### config.mk
export PLATFORM = sky130hd
export DESIGN_NAME = fifo_stream_reader
export DESIGN_NICKNAME = d
export VERILOG_FILES = /design/src/rtl/fifo_stream_reader.sv
export SDC_FILE = /design/constraint.sdc
export NUM_CORES = 1
export LEC_CHECK = 0
export BUFFER_PORTS_ARGS = -buffer_cell sky130_fd_sc_hd__buf_2
export CORE_ASPECT_RATIO = 1.75
export CORE_UTILIZATION = 47
export CTS_BUF_LIST = sky130_fd_sc_hd__clkbuf_16
export CTS_CLUSTER_DIAMETER = 100
export DETAILED_ROUTE_END_ITERATION = 7
export PLACE_DENSITY = 0.82
export SYNTH_ARGS = -nofsm -noshare
export SYNTH_HDL_FRONTEND = slang
export SYNTH_SLANG_ARGS = --single-unit
### constraint.sdc
create_clock -name clk -period 2.06 [get_ports clk]
set_clock_uncertainty 0.2 [all_clocks]
set_input_delay 0.103 -clock clk [delete_from_list [all_inputs] [get_ports clk]]
set_output_delay 0.103 -clock clk [all_outputs]
set_load 0.005 [all_outputs]
### src/rtl/fifo_stream_reader.sv
// fifo_stream_reader
// Drains a synchronous FIFO (registered data_out, one-cycle read latency)
// into a 2-entry skid buffer and presents the words on a valid/ready stream.
// Reads are only issued when the buffer is guaranteed to have room for the
// word once it arrives, so occupancy plus in-flight reads never exceeds 2.

module fifo_stream_reader #(
  parameter int DATA_WIDTH = 8,
  parameter int CNT_WIDTH  = 16
) (
  input  logic                  clk,
  input  logic                  rst_n,
  input  logic                  en,
  input  logic                  fifo_empty,
  input  logic [DATA_WIDTH-1:0] fifo_data_out,
  output logic                  fifo_r_en,
  output logic                  m_valid,
  input  logic                  m_ready,
  output logic [DATA_WIDTH-1:0] m_data,
  output logic [CNT_WIDTH-1:0]  rd_count
);

  // Captured words currently held in the buffer (0..2).
  logic [1:0]            r_occ;
  // High in the cycle after a read strobe: fifo_data_out carries a new word.
  logic                  r_inflight;
  logic                  r_head;
  logic                  r_tail;
  logic [DATA_WIDTH-1:0] r_buf [2];
  logic [CNT_WIDTH-1:0]  r_count;

  logic                  w_pop;
  logic [2:0]            w_level;

  // Issue decision: the level after this cycle's capture and pop must leave
  // room for one more word; reset gates the strobe off immediately.
  always_comb begin
    w_pop     = (r_occ != 2'd0) && m_ready;
    w_level   = {1'b0, r_occ} + {2'b00, r_inflight} - {2'b00, w_pop};
    fifo_r_en = rst_n && en && !fifo_empty && (w_level < 3'd2);
  end

  assign m_valid  = (r_occ != 2'd0);
  assign m_data   = r_buf[r_head];
  assign rd_count = r_count;

  // Occupancy, in-flight flag, pointers and the transfer counter.
  always_ff @(posedge clk or negedge rst_n) begin
    if (!rst_n) begin
      r_occ      <= 2'd0;
      r_inflight <= 1'b0;
      r_head     <= 1'b0;
      r_tail     <= 1'b0;
      r_count    <= '0;
    end else begin
      r_occ      <= w_level[1:0];
      r_inflight <= fifo_r_en;
      if (r_inflight) begin
        r_tail <= ~r_tail;
      end
      if (w_pop) begin
        r_head  <= ~r_head;
        r_count <= r_count + CNT_WIDTH'(1);
      end
    end
  end

  // Buffer storage: the word returned by last cycle's read lands at tail.
  always_ff @(posedge clk or negedge rst_n) begin
    if (!rst_n) begin
      for (int i = 0; i < 2; i++) begin
        r_buf[i] <= '0;
      end
    end else if (r_inflight) begin
      r_buf[r_tail] <= fifo_data_out;
    end
  end

endmodule

# == Word level (Yosys, flattened, before mapping) ==
# Cells that the tools add are included.
# totals
register_bits,37
inputBits,13
out_inout_bits,26
wordCells,31
# classes
add_sub_neg,3
order_cmp,4
n_mux,6
bitwise,4
reduce_logical,7
# ops
operator,count
$mux W8,4
$add A16 B1 Y16 const B,1
$bwmux W16,1
$demux W8 S1,1
$logic_and A1 B1 Y1,5
$ge A2 B2 Y1 const B,2
$not A1 Y2,2
$add A2 B1 Y3,1
$lt A3 B2 Y1 const B,1
$sub A3 B1 Y3,1
$lt A2 B1 Y1 const B,1
$not A1 Y1,2
$reduce_bool A2 Y1,1
$logic_not A1 Y1,1

# == Longest topological paths before layout ==
# Gate-level depths: netlist of run 1.
# depth
depth_word,6
ltp_mapped,8
depth_no_buf,8

# == Least setup slack after synthesis of run 1 ==
# OpenSTA, ideal clock, no wires.
# synth_timing
path_kind,reg2reg
from,reg r_occ[1]
to,reg r_inflight
setup_ps,143
t_arrival_ps,2088
t_required_ps,1717
setup_slack_ps,-371
stages_incl_launch_ff,8
path_buffers,0
synth_period_minus_slack_ps,2431
cell_sequence,dfrtp_1 o21ai_2 inv_1 ha_1 inv_1 ha_1 fa_1 nor4_1
# synth_via
elab_chain_len,5
elab_cells_between_ends,6
classes_between,add/sub (2); order compare (1); reduce/logical (3)
# synth_rtl
element,line_no,source
"start, declared",24,logic [1:0] r_occ;
"start signal, assigned",56,r_occ <= w_level[1:0];
$reduce_bool A2 Y1,38,w_pop = (r_occ != 2'd0) && m_ready;
$logic_and A1 B1 Y1,38,
via w_pop,32,logic w_pop;
$sub A3 B1 Y3,39,"w_level = {1'b0, r_occ} + {2'b00, r_inflight} - {2'b00, w_pop};"
via w_level[1],33,logic [2:0] w_level;
$lt A3 B2 Y1,40,fifo_r_en = rst_n && en && !fifo_empty && (w_level < 3'd2);
$logic_and A1 B1 Y1,40,
via fifo_r_en,16,"output logic fifo_r_en,"
"end signal, assigned",57,r_inflight <= fifo_r_en;
"end, declared",26,logic r_inflight;
# The timed path passes the listed nets, and every way through them passes these cells.
# A chain may end at the register's enable or synchronous reset.

# == Worst setup path in the final report of run 1 ==
# layout_timing
from,reg r_occ[0]
to,out fifo_r_en
# layout_via
elab_chain_len,5
elab_cells_between_ends,6
classes_between,add/sub (2); order compare (1); reduce/logical (3)
# layout_rtl
element,line_no
$reduce_bool A2 Y1,38
$logic_and A1 B1 Y1,38
via w_pop,32
$sub A3 B1 Y3,39
via w_level[1],33
$lt A3 B2 Y1,40
$logic_and A1 B1 Y1,40
"end, declared",16
# The timed path passes the listed nets, and every way through them passes these cells.

==> results of run 1 <==
## how the worst max path moves through the flow
stage / from / endpoint / slack [ns]
2_1_floorplan: r_occ[0]$_DFF_PN0_ / r_inflight$_DFF_PN0_ / -0.21
3_3_place_gp: r_occ[0]$_DFF_PN0_ / fifo_r_en / -0.20
3_5_place_dp: r_occ[0]$_DFF_PN0_ / fifo_r_en / -0.35
4_1_cts: r_occ[1]$_DFF_PN0_ / fifo_r_en / -0.61
5_1_grt: r_occ[0]$_DFF_PN0_ / fifo_r_en / -0.65
6_report: r_occ[0]$_DFF_PN0_ / fifo_r_en / -0.58
## state kept, by name (all words and copies together), names as in the netlist
name and cells:
r_tail 1, r_inflight 1, r_occ 2, rd_count 16, r_buf 16, r_head 1
## cells in the mapped netlist
library cell               instances  share of area [%]
sky130_fd_sc_hd__or3b_4            1               0.69
sky130_fd_sc_hd__o21ai_2           1               0.54
sky130_fd_sc_hd__mux2_2           24                 17
sky130_fd_sc_hd__and4_1            2                1.1
sky130_fd_sc_hd__ha_1              3                2.3
sky130_fd_sc_hd__nor2_1            3               0.69
sky130_fd_sc_hd__nand2_1          10                2.3
sky130_fd_sc_hd__fa_1              1                1.2
sky130_fd_sc_hd__and4_2            1               0.61
sky130_fd_sc_hd__and3_2            1               0.46
sky130_fd_sc_hd__dfrtp_1          37                 57
sky130_fd_sc_hd__or2_2             2               0.77
sky130_fd_sc_hd__nor2_2            4                1.5
sky130_fd_sc_hd__nand3_1           6                1.8
sky130_fd_sc_hd__nor4_1            1               0.38
sky130_fd_sc_hd__xor2_1            8                4.3
sky130_fd_sc_hd__clkbuf_1          1               0.23
sky130_fd_sc_hd__nor3_1            1               0.31
sky130_fd_sc_hd__xnor2_1          10                5.4
sky130_fd_sc_hd__inv_1             5                1.2
sky130_fd_sc_hd__nand4_1           2               0.77
## kinds of logic after synthesis
| group | count (synthesis) |
|---|---|
| XOR/XNOR | 18 |
| adder cells (fa/ha/maj) | 4 |
| multiplexers | 24 |
| AO/OA/AOI/OAI | 1 |
| AND/OR/NAND/NOR | 34 |
| flip-flops | 37 |
| buffers and inverters | 6 |
## critical path: stages, from the launching register on
cell                      delay (ns)
sky130_fd_sc_hd__dfrtp_1        0.41
sky130_fd_sc_hd__o21ai_4        0.18
sky130_fd_sc_hd__inv_2          0.07
sky130_fd_sc_hd__ha_4           0.26
sky130_fd_sc_hd__inv_2          0.03
sky130_fd_sc_hd__ha_4           0.14
sky130_fd_sc_hd__fa_2           0.45
sky130_fd_sc_hd__nor4_4         0.34
sky130_fd_sc_hd__buf_2          0.17
## layer usage
layer | global-route usage, % | vias to the layer above | share of wire [%] | wire length [microns]
li1 | - | 550 | - | -
met1 | 20.9 | 576 | 38 | 1290
met2 | 36.0 | 34 | 55 | 1890
met3 | 4.98 | 8 | 4.3 | 147
met4 | 10.6 | 0 | 2.2 | 76
met5 | 0 | - | 0 | 0
## repair_timing
item	in CTS	in global routing
resized for setup	1	3
endpoints found under the hold margin	54	0
setup endpoints to repair	2	3
hold buffers	11	0
pin swaps	4	3
buffers inserted	3	2
## per-stage QoR
step	setup WS [ns]	instance area [sq um]	total power (uW)
final	-0.577	2270	3040
after global routing	-0.648	2270	3240
after CTS	-0.613	2240	3000
after detailed placement	-0.348	1950	2180
after global placement	-0.202	1950	2090
after floorplan	-0.214	1660	1760
## power by group
part / leakage [uW] / switching [uW] / total (uW) / internal [uW]
Clock: 0.0000696 / 286 / 728 / 443
Sequential: 0.000468 / 224 / 1220 / 995
Combinational: 0.000568 / 431 / 1090 / 661
## cell type report
cell class,instances,area (sq um),share of cell area (%)
Clock buffer,5,125,5.51
Clock inverter,3,17.5,0.772
Inverter,5,18.8,0.827
Multi-Input combinational cell,81,736,32.4
Sequential cell,37,926,40.8
Tap cell,45,56.3,2.48
Timing Repair Buffer,61,390,17.2
==> tab_implementation.tex, run 1 <==
\begin{tabular}{lr}
\hline
Metric & Value \\
\hline
\multicolumn{2}{l}{\textbf{Die}} \\
\# rows & 28 \\
I/O Pins & 39 \\
Die Outline Area & 0.00371 sq mm \\
Vertical die dimension & 79.9 microns \\
Area of the core & 0.00333 sq mm \\
Starting density of the core & 48.9\% \\
Die Wd & 46.5 microns \\
\multicolumn{2}{l}{\textbf{STA}} \\
Max-slew violation count & 0 \\
Upper clock frequency limit & 379 MHz \\
Max transition margin & 69.6\% \\
Final-report setup violation count & 2 \\
Hold Fails Final Rpt & 0 \\
RSZ-0062 raised after global routing & yes \\
Post-layout min period & 2.64 ns \\
Share of the cycle needed by the critical path after routing & 128\% \\
Slew at the pin closest to its max-slew limit & 0.456 ns \\
Post-route setup TNS & -0.713 ns \\
Worst hold margin & 0.212 ns \\
PnR worst setup slack & -0.577 ns \\
\multicolumn{2}{l}{\textbf{Clocking}} \\
H-tree depth & 2 \\
Clock slew seen by the registers of the worst setup and hold paths & 0.05 ns \\
TritonCTS clock tree & done \\
Buffer type at the clock tree root & sky130\_fd\_sc\_hd\_\_clkbuf\_16 \\
Later-pin clock latency in the skew report & 0.28 ns \\
Total CTS buffers & 5 \\
Bufs on Longest Clock Path & 2 \\
Clk sinks & 37 \\
\multicolumn{2}{l}{\textbf{Logic synthesis}} \\
Share of synthesized area spent on multiplexers & 16.6\% \\
Share of synthesized cell area in full adder, half adder and majority cells & 3.53\% \\
Synthesis warning total & 0 \\
Sequential share of the synthesized area & 56.8\% \\
Xor and xnor fraction of the mapped netlist area & 9.68\% \\
Average size of a mapped cell & 13.1 sq um \\
Number of standard cells after synthesis & 124 \\
Synthesized area & 0.00163 sq mm \\
Flop and latch count out of synthesis & 37 \\
Synth Area in Compound Gates & 0.538\% \\
Synthesized net count & 141 \\
Post-synthesis cell type count & 21 \\
Largest family of logic cells by synthesized area & multiplexers \\
Post-Synth Simple-Gate Area & 11.4\% \\
\multicolumn{2}{l}{\textbf{Critical path}} \\
Critical register-to-register path endpoint & r\_inflight\$\_DFF\_PN0\_ \\
Maximum net fanout on the critical path & 2 \\
Worst path required time & 1.76 ns \\
Startpoint of the worst register-to-register path & r\_occ[0]\$\_DFF\_PN0\_ \\
Logic depth of the worst register-to-register path & 7 \\
Worst EP arrival & 2.33 ns \\
Type of the worst setup path & reg2out \\
Type of destination of the critical path & output pin \\
Slack of the worst reg-to-reg path & -0.14 ns \\
Setup crit start kind & register \\
\multicolumn{2}{l}{\textbf{Min path}} \\
Hold Path End & rd\_count[1]\$\_DFFE\_PN0P\_ \\
Min-Delay Path Class & in2reg \\
Hold-critical path depth & 7 \\
Worst hold start & m\_ready \\
\multicolumn{2}{l}{\textbf{Pwr}} \\
Cell area power density & 1340 mW/mm\^{}2 \\
Leakage component of the power & 0.00111 uW \\
Maximum vdd drop & 0.946 mV \\
\multicolumn{2}{l}{\textbf{Final layout}} \\
Antenna diode instance count & 0 \\
Post-layout utilization of the core & 68.2\% \\
Leading cell type in the layout, fill and taps excluded & sky130\_fd\_sc\_hd\_\_buf\_2 \\
Cell Count, Final, Fillers Out & 237 \\
NumNets Final & 208 \\
Commonest non-fill, non-tap cells in the layout & sky130\_fd\_sc\_hd\_\_buf\_2, sky130\_fd\_sc\_hd\_\_dfrtp\_1, sky130\_fd\_sc\_hd\_\_mux2\_2 \\
Fraction of final layout cells with drive strength greater than 1 & 51.6\% \\
Area Growth Syn to Fin & 39.3\% \\
Number of fillers in the final layout & 235 \\
\multicolumn{2}{l}{\textbf{Global route}} \\
Via count of the first global-routing pass & 1223 \\
Antenna violations before repair & 0 \\
Largest net degree at the start of global routing & 38 \\
First-pass GRT wire length & 5310 microns \\
Global router's overall resource usage & 20.5\% \\
Global route total overflow & 0 \\
\multicolumn{2}{l}{\textbf{Place}} \\
Cells after DPL & 213 \\
Final GP Congestion & 0.797 \\
Placed wire-length estimate & 2370 microns \\
Count of buffers from port buffering & 38 \\
\multicolumn{2}{l}{\textbf{Status}} \\
Failing checks & setup timing \\
Outcome & finished, violations left \\
\multicolumn{2}{l}{\textbf{Route}} \\
Avg Vias per Cell & 4.93 \\
DRC errors left & 0 \\
Drt initial violations & 6 \\
Residual antenna-violating net count after detailed routing & 0 \\
Router iterations before antenna repair & 4 \\
Avg WL per Cell & 14.4 microns \\
Via total after detailed routing & 1168 \\
Total Routed Length & 3400 microns \\
\multicolumn{2}{l}{\textbf{Flow run}} \\
Max Cap Violations & 0 \\
\hline
\end{tabular}
(Power assumes the default switching activity.)
==> run 2, diff against run 1 <==
==> constraint.sdc (replaced) <==
create_clock -name clk -period 2.06 [get_ports clk]
set_clock_uncertainty 0.2 [all_clocks]
set_input_delay 0.618 -clock clk [delete_from_list [all_inputs] [get_ports clk]]
set_output_delay 0.618 -clock clk [all_outputs]
set_load 0.005 [all_outputs]
==> run 2 against run 1 <==
The run still ends with setup timing left; die area did not move; flip-flop and latch count unchanged; clock power fell by 4.7%; sequential share of layout area up 2.4 points; critical endpoint unchanged; register-to-register slack improved by 0.02 ns; clock-buffer cell count did not move; fmax shrank 16%.
==> tab_implementation.tex, run 2 (synthesis results as in run 1) <==
\begin{tabular}{lr}
\hline
Metric & Value \\
\hline
\multicolumn{2}{l}{\textbf{Min path}} \\
Min-Delay Path Class & in2async \\
\multicolumn{2}{l}{\textbf{Clocking}} \\
TritonCTS clock tree & done \\
Clk sinks & 37 (unchanged) \\
Cts-stage hold buffer count & 0 (-11) \\
H-tree depth & 2 (unchanged) \\
Later-pin clock latency in the skew report & 0.28 ns (about the same) \\
Total CTS buffers & 5 (unchanged) \\
Bufs on Longest Clock Path & 2 (unchanged) \\
Clock slew seen by the registers of the worst setup and hold paths & 0.05 ns (about the same) \\
Buffer type at the clock tree root & sky130\_fd\_sc\_hd\_\_clkbuf\_16 \\
\multicolumn{2}{l}{\textbf{Place}} \\
Placed wire-length estimate & 2410 microns (+1.8\%) \\
Worst setup slack before clock tree synthesis & -1.02 ns (-0.672 ns) \\
Final GP Congestion & 0.744 (-6.6\%) \\
Count of buffers from port buffering & 38 (unchanged) \\
Cells after DPL & 214 (+0.47\%) \\
\multicolumn{2}{l}{\textbf{STA}} \\
Upper clock frequency limit & 320 MHz (-16\%) \\
Max transition margin & 69.9\% (+0.30 points) \\
RSZ-0062 raised after global routing & yes \\
Post-layout min period & 3.13 ns (+0.490 ns) \\
Slew at the pin closest to its max-slew limit & 0.452 ns (-0.00453 ns) \\
Share of the cycle needed by the critical path after routing & 152\% (+24 points) \\
Hold Fails Final Rpt & 0 (unchanged) \\
Post-route setup TNS & -1.20 ns (-0.485 ns) \\
PnR worst setup slack & -1.07 ns (-0.490 ns) \\
Max-slew violation count & 0 (unchanged) \\
Final-report setup violation count & 3 (+1) \\
\multicolumn{2}{l}{\textbf{Critical path}} \\
Worst path required time & 1.24 ns (-0.52 ns) \\
Type of destination of the critical path & output pin \\
Maximum net fanout on the critical path & 2 (unchanged) \\
Type of the worst setup path & reg2out \\
Worst EP arrival & 2.31 ns (-0.02 ns) \\
Slack of the worst reg-to-reg path & -0.12 ns (+0.02 ns) \\
Setup crit start kind & register \\
\multicolumn{2}{l}{\textbf{Die}} \\
Starting density of the core & 48.9\% (unchanged) \\
I/O Pins & 39 (unchanged) \\
\# rows & 28 (unchanged) \\
Die Outline Area & 0.00371 sq mm (unchanged) \\
Vertical die dimension & 79.9 microns (unchanged) \\
Area of the core & 0.00333 sq mm (unchanged) \\
Die Wd & 46.5 microns (unchanged) \\
\multicolumn{2}{l}{\textbf{Pwr}} \\
Cell area power density & 1380 mW/mm\^{}2 (+3.3\%) \\
Leakage component of the power & 0.00106 uW (-4.0\%) \\
Overall power consumption & 2970 uW (-2.2\%) \\
Maximum vdd drop & 0.860 mV (-9.2\%) \\
\multicolumn{2}{l}{\textbf{Route}} \\
DRC errors left & 0 (unchanged) \\
Via total after detailed routing & 1133 (-3.0\%) \\
Drt initial violations & 14 (+8) \\
Router iterations before antenna repair & 3 (-1) \\
Avg WL per Cell & 15.0 microns (+4.4\%) \\
Total Routed Length & 3370 microns (-0.85\%) \\
Avg Vias per Cell & 5.04 (+2.2\%) \\
Residual antenna-violating net count after detailed routing & 0 (unchanged) \\
\multicolumn{2}{l}{\textbf{Final layout}} \\
Antenna diode instance count & 0 (unchanged) \\
Area Growth Syn to Fin & 31.9\% \\
Commonest non-fill, non-tap cells in the layout & sky130\_fd\_sc\_hd\_\_buf\_2, sky130\_fd\_sc\_hd\_\_dfrtp\_1, sky130\_fd\_sc\_hd\_\_mux2\_2 \\
NumNets Final & 197 (-5.3\%) \\
Fraction of final layout cells with drive strength greater than 1 & 52.8\% (+1.2 points) \\
Leading cell type in the layout, fill and taps excluded & sky130\_fd\_sc\_hd\_\_buf\_2 \\
Number of fillers in the final layout & 261 (+11\%) \\
Cell Count, Final, Fillers Out & 225 (-5.1\%) \\
\multicolumn{2}{l}{\textbf{Status}} \\
Failing checks & setup timing \\
Outcome & finished, violations left \\
\multicolumn{2}{l}{\textbf{Flow run}} \\
Max Cap Violations & 0 (unchanged) \\
\multicolumn{2}{l}{\textbf{Global route}} \\
Global router's overall resource usage & 21.3\% (+0.80 points) \\
First-pass GRT wire length & 5490 microns (+3.4\%) \\
Global route total overflow & 0 (unchanged) \\
Antenna violations before repair & 0 (unchanged) \\
Largest net degree at the start of global routing & 38 (unchanged) \\
Via count of the first global-routing pass & 1193 (-2.5\%) \\
\hline
\end{tabular}
-- run 2: path summary, 6_finish.rpt --
path                                     startpoint                       end  cells after the start
setup / recovery                 r_occ[1]$_DFF_PN0_                 fifo_r_en                      8
hold / removal                                rst_n     r_buf[12]$_DFFE_PN0P_                      2
setup reg to reg                 r_occ[1]$_DFF_PN0_      r_inflight$_DFF_PN0_                      7
hold reg to reg            rd_count[15]$_DFFE_PN0P_  rd_count[15]$_DFFE_PN0P_                      1
max in group asynchronous                     rst_n        r_head$_DFFE_PN0P_                      2
min in group clk           rd_count[15]$_DFFE_PN0P_  rd_count[15]$_DFFE_PN0P_                      1
-- run 2: routing by layer --
layer  part of all wire [%]  GRT usage (%)
met1                     38           23.0
met2                     56           36.7
met3                    4.2           6.79
met4                    1.8           7.94
met5                      0              0
-- run 2: final cells by class --
cell class	instances	area [sq um]	share of cell area [%]
clock buffer	5	125	5.82
multi-input combinational	81	719	33.5
tap	45	56.3	2.62
sequential	37	927	43.2
inverter	5	18.8	0.874
clock inverter	2	7.51	0.349
timing repair buffer	50	294	13.7
-- run 2: metrics by stage --
step	util (%)	cell area (sq um)	hold WS (ns)
after floorplan	-	1670	0.122
after global placement	59.2	1970	0.257
after detailed placement	59.2	1970	0.256
after CTS	64.1	2130	0.225
after global routing	64.5	2150	0.250
final	64.5	2150	0.207
-- run 2: worst max-delay path, stage by stage (launching register included) --
cell	delay, ns
sky130_fd_sc_hd__dfrtp_1	0.41
sky130_fd_sc_hd__o21ai_4	0.19
sky130_fd_sc_hd__inv_2	0.07
sky130_fd_sc_hd__ha_4	0.26
sky130_fd_sc_hd__inv_2	0.03
sky130_fd_sc_hd__ha_4	0.14
sky130_fd_sc_hd__fa_1	0.48
sky130_fd_sc_hd__nor4_2	0.28
sky130_fd_sc_hd__buf_2	0.16
-- run 2: timing repair --
item | 4_1_cts | 5_1_grt
buffers inserted | 4 | 0
gates cloned | 0 | 0
gates resized for setup | 2 | 4
setup endpoints to repair | 11 | 11
pin swaps | 1 | 0
-- run 2: power by group --
group | internal [uW] | total, uW | switching (uW)
Sequential | 998 | 1200 | 206
Combinational | 647 | 1080 | 428
Clock | 432 | 694 | 262
==> run 3, diff against run 2 <==
REMOVE_ABC_BUFFERS = 1   (was unset)
==> run 3 against run 2 <==
The run still ends with setup timing left; sequential share of layout area decreased by 1.8 points; core utilization increased by 2.9 points; worst setup slack got worse by 0.0020 ns; power grew 9.7%; clock power rose by 3.2%; first-iteration DRC count is 120% higher; critical endpoint unchanged.
==> tab_implementation.tex, run 3 (synthesis results as in run 1) <==
\begin{tabular}{lr}
\hline
Metric & Value \\
\hline
\multicolumn{2}{l}{\textbf{Critical path}} \\
Crit path max-delay cell type & sky130\_fd\_sc\_hd\_\_fa\_2 \\
Worst EP arrival & 2.31 ns (about the same) \\
Critical register-to-register path endpoint & r\_inflight\$\_DFF\_PN0\_ \\
Slack of the worst reg-to-reg path & -0.20 ns (-0.08 ns) \\
Biggest cell delay along the critical path & 0.46 ns (-0.02 ns) \\
Setup crit start kind & register \\
Type of destination of the critical path & output pin \\
Logic depth of the worst register-to-register path & 8 (+1) \\
Worst path required time & 1.24 ns (about the same) \\
CP cell instances & o21ai\_2 > inv\_2 > ha\_4 > inv\_2 > ha\_4 > fa\_2 > nor4\_4 > buf\_2 \\
Startpoint of the worst register-to-register path & r\_occ[1]\$\_DFF\_PN0\_ \\
Maximum net fanout on the critical path & 2 (unchanged) \\
Type of the worst setup path & reg2out \\
\multicolumn{2}{l}{\textbf{Clocking}} \\
Cts-stage hold buffer count & 0 (unchanged) \\
Clk sinks & 37 (unchanged) \\
Total CTS buffers & 5 (unchanged) \\
Buffer type at the clock tree root & sky130\_fd\_sc\_hd\_\_clkbuf\_16 \\
H-tree depth & 2 (unchanged) \\
Clock slew seen by the registers of the worst setup and hold paths & 0.05 ns (about the same) \\
TritonCTS clock tree & done \\
Bufs on Longest Clock Path & 2 (unchanged) \\
Later-pin clock latency in the skew report & 0.28 ns (about the same) \\
\multicolumn{2}{l}{\textbf{Final layout}} \\
Fraction of final layout cells with drive strength greater than 1 & 55.7\% (+2.9 points) \\
Leading cell type in the layout, fill and taps excluded & sky130\_fd\_sc\_hd\_\_dfrtp\_1 \\
NumNets Final & 201 (+2.0\%) \\
Antenna diode instance count & 0 (unchanged) \\
Commonest non-fill, non-tap cells in the layout & sky130\_fd\_sc\_hd\_\_dfrtp\_1, sky130\_fd\_sc\_hd\_\_buf\_2, sky130\_fd\_sc\_hd\_\_mux2\_2 \\
Number of fillers in the final layout & 249 (-4.6\%) \\
Cell Count, Final, Fillers Out & 230 (+2.2\%) \\
Area Growth Syn to Fin & 37.7\% \\
Post-layout utilization of the core & 67.4\% (+2.9 points) \\
\multicolumn{2}{l}{\textbf{Global route}} \\
Largest net degree at the start of global routing & 38 (unchanged) \\
Via count of the first global-routing pass & 1215 (+1.8\%) \\
Antenna violations before repair & 0 (unchanged) \\
Global route total overflow & 0 (unchanged) \\
First-pass GRT wire length & 5620 microns (+2.3\%) \\
Global router's overall resource usage & 22.1\% (+0.79 points) \\
\multicolumn{2}{l}{\textbf{Die}} \\
Die Wd & 46.5 microns (unchanged) \\
\# rows & 28 (unchanged) \\
Die Outline Area & 0.00371 sq mm (unchanged) \\
Area of the core & 0.00333 sq mm (unchanged) \\
Starting density of the core & 48.9\% (unchanged) \\
Vertical die dimension & 79.9 microns (unchanged) \\
I/O Pins & 39 (unchanged) \\
\multicolumn{2}{l}{\textbf{Place}} \\
Final GP Congestion & 0.752 (+1.1\%) \\
Count of buffers from port buffering & 38 (unchanged) \\
Cells after DPL & 215 (+0.47\%) \\
Placed wire-length estimate & 2410 microns (about the same) \\
\multicolumn{2}{l}{\textbf{Flow run}} \\
Max Cap Violations & 0 (unchanged) \\
\multicolumn{2}{l}{\textbf{Route}} \\
Routed met1 length & 1310 microns (+1.9\%) \\
Avg WL per Cell & 15.8 microns (+5.7\%) \\
Via total after detailed routing & 1177 (+3.9\%) \\
DRC errors left & 0 (unchanged) \\
Drt initial violations & 31 (+17) \\
Met2 routed wirelength & 2030 microns (+8.1\%) \\
Top Layer Used & met4 \\
Metal3 WL & 179 microns (+25\%) \\
Residual antenna-violating net count after detailed routing & 0 (unchanged) \\
Avg Vias per Cell & 5.12 (+1.6\%) \\
Total Routed Length & 3640 microns (+8.0\%) \\
Router iterations before antenna repair & 4 (+1) \\
\multicolumn{2}{l}{\textbf{STA}} \\
RSZ-0062 raised after global routing & yes \\
Upper clock frequency limit & 320 MHz (about the same) \\
Share of the cycle needed by the critical path after routing & 152\% (about the same) \\
Post-layout min period & 3.13 ns (+0.00198 ns) \\
Max-slew violation count & 0 (unchanged) \\
PnR worst setup slack & -1.07 ns (-0.00198 ns) \\
Max transition margin & 70.2\% (+0.33 points) \\
Hold Fails Final Rpt & 0 (unchanged) \\
Slew at the pin closest to its max-slew limit & 0.447 ns (-0.00498 ns) \\
Post-route setup TNS & -1.48 ns (-0.285 ns) \\
Final-report setup violation count & 8 (+5) \\
\multicolumn{2}{l}{\textbf{Status}} \\
Failing checks & setup timing \\
Outcome & finished, violations left \\
\multicolumn{2}{l}{\textbf{Pwr}} \\
Maximum vdd drop & 0.786 mV (-8.6\%) \\
Leakage component of the power & 0.00112 uW (+5.6\%) \\
Cell area power density & 1450 mW/mm\^{}2 (+5.1\%) \\
\multicolumn{2}{l}{\textbf{Min path}} \\
Min-Delay Path Class & in2async \\
\hline
\end{tabular}
-- run 3: cell count changes in the layout (fill, tap and decap cells not counted), sizes merged --
cell / delta
buf: +4
clkinv: +1
-- run 3: worst max path at each step --
| stage | start | endpoint | slack [ns] |
|---|---|---|---|
| finish | r_occ[1]$_DFF_PN0_ | fifo_r_en | -1.07 |
| global route | r_occ[1]$_DFF_PN0_ | fifo_r_en | -1.12 |
| CTS | r_occ[0]$_DFF_PN0_ | fifo_r_en | -1.11 |
| detailed placement | m_ready | fifo_r_en | -1.22 |
| global placement | m_ready | fifo_r_en | -1.00 |
| floorplan | m_ready | fifo_r_en | -0.89 |
-- run 3: critical path: cells and delay by family (launching register included) --
kind / cells / cell delay (ns)
adders and majority gates: 3 / 0.86
buffers and inverters: 3 / 0.29
DFF: 1 / 0.41
AOI/OAI and AO/OA: 1 / 0.18
and+or+nand+nor: 1 / 0.29
-- run 3: final cells by class --
class / count / area, sq um / share of cell area [%]
Sequential cell: 37 / 927 / 41.3
Multi-Input combinational cell: 81 / 749 / 33.4
Timing Repair Buffer: 54 / 353 / 15.7
Clock buffer: 5 / 125 / 5.58
Tap cell: 45 / 56.3 / 2.51
Inverter: 5 / 18.8 / 0.837
Clock inverter: 3 / 13.8 / 0.613
-- run 3: power breakdown --
group | internal (uW) | leakage (uW) | switching, uW
clock network | 438 | 0.0000748 | 278
registers | 998 | 0.000467 | 207
logic | 830 | 0.000579 | 511
total | 2270 | 0.00112 | 996
-- run 3: layer usage --
metal,vias up,track usage (%)
li1,544,-
met1,582,22.3
met2,41,37.9
met3,10,6.33
met4,0,12.4
met5,-,0
-- run 3: repair_timing --
action,CTS,global route
buffers inserted,6,3
resized for setup,11,14
setup endpoints to repair,10,11
pin swaps,4,3
endpoints found under the hold margin,0,0
-- run 3: metrics by stage --
| stage | worst slack, ns | hold WS, ns | power, uW | instance area [sq um] |
|---|---|---|---|---|
| detailed placement | -1.22 | 0.260 | 2140 | 1940 |
| finish | -1.07 | 0.200 | 3260 | 2240 |
| floorplan | -0.895 | 0.122 | 1720 | 1630 |
| CTS | -1.11 | 0.210 | 3010 | 2160 |
| global placement | -1.00 | 0.257 | 2060 | 1940 |
| global route | -1.12 | 0.247 | 3450 | 2240 |
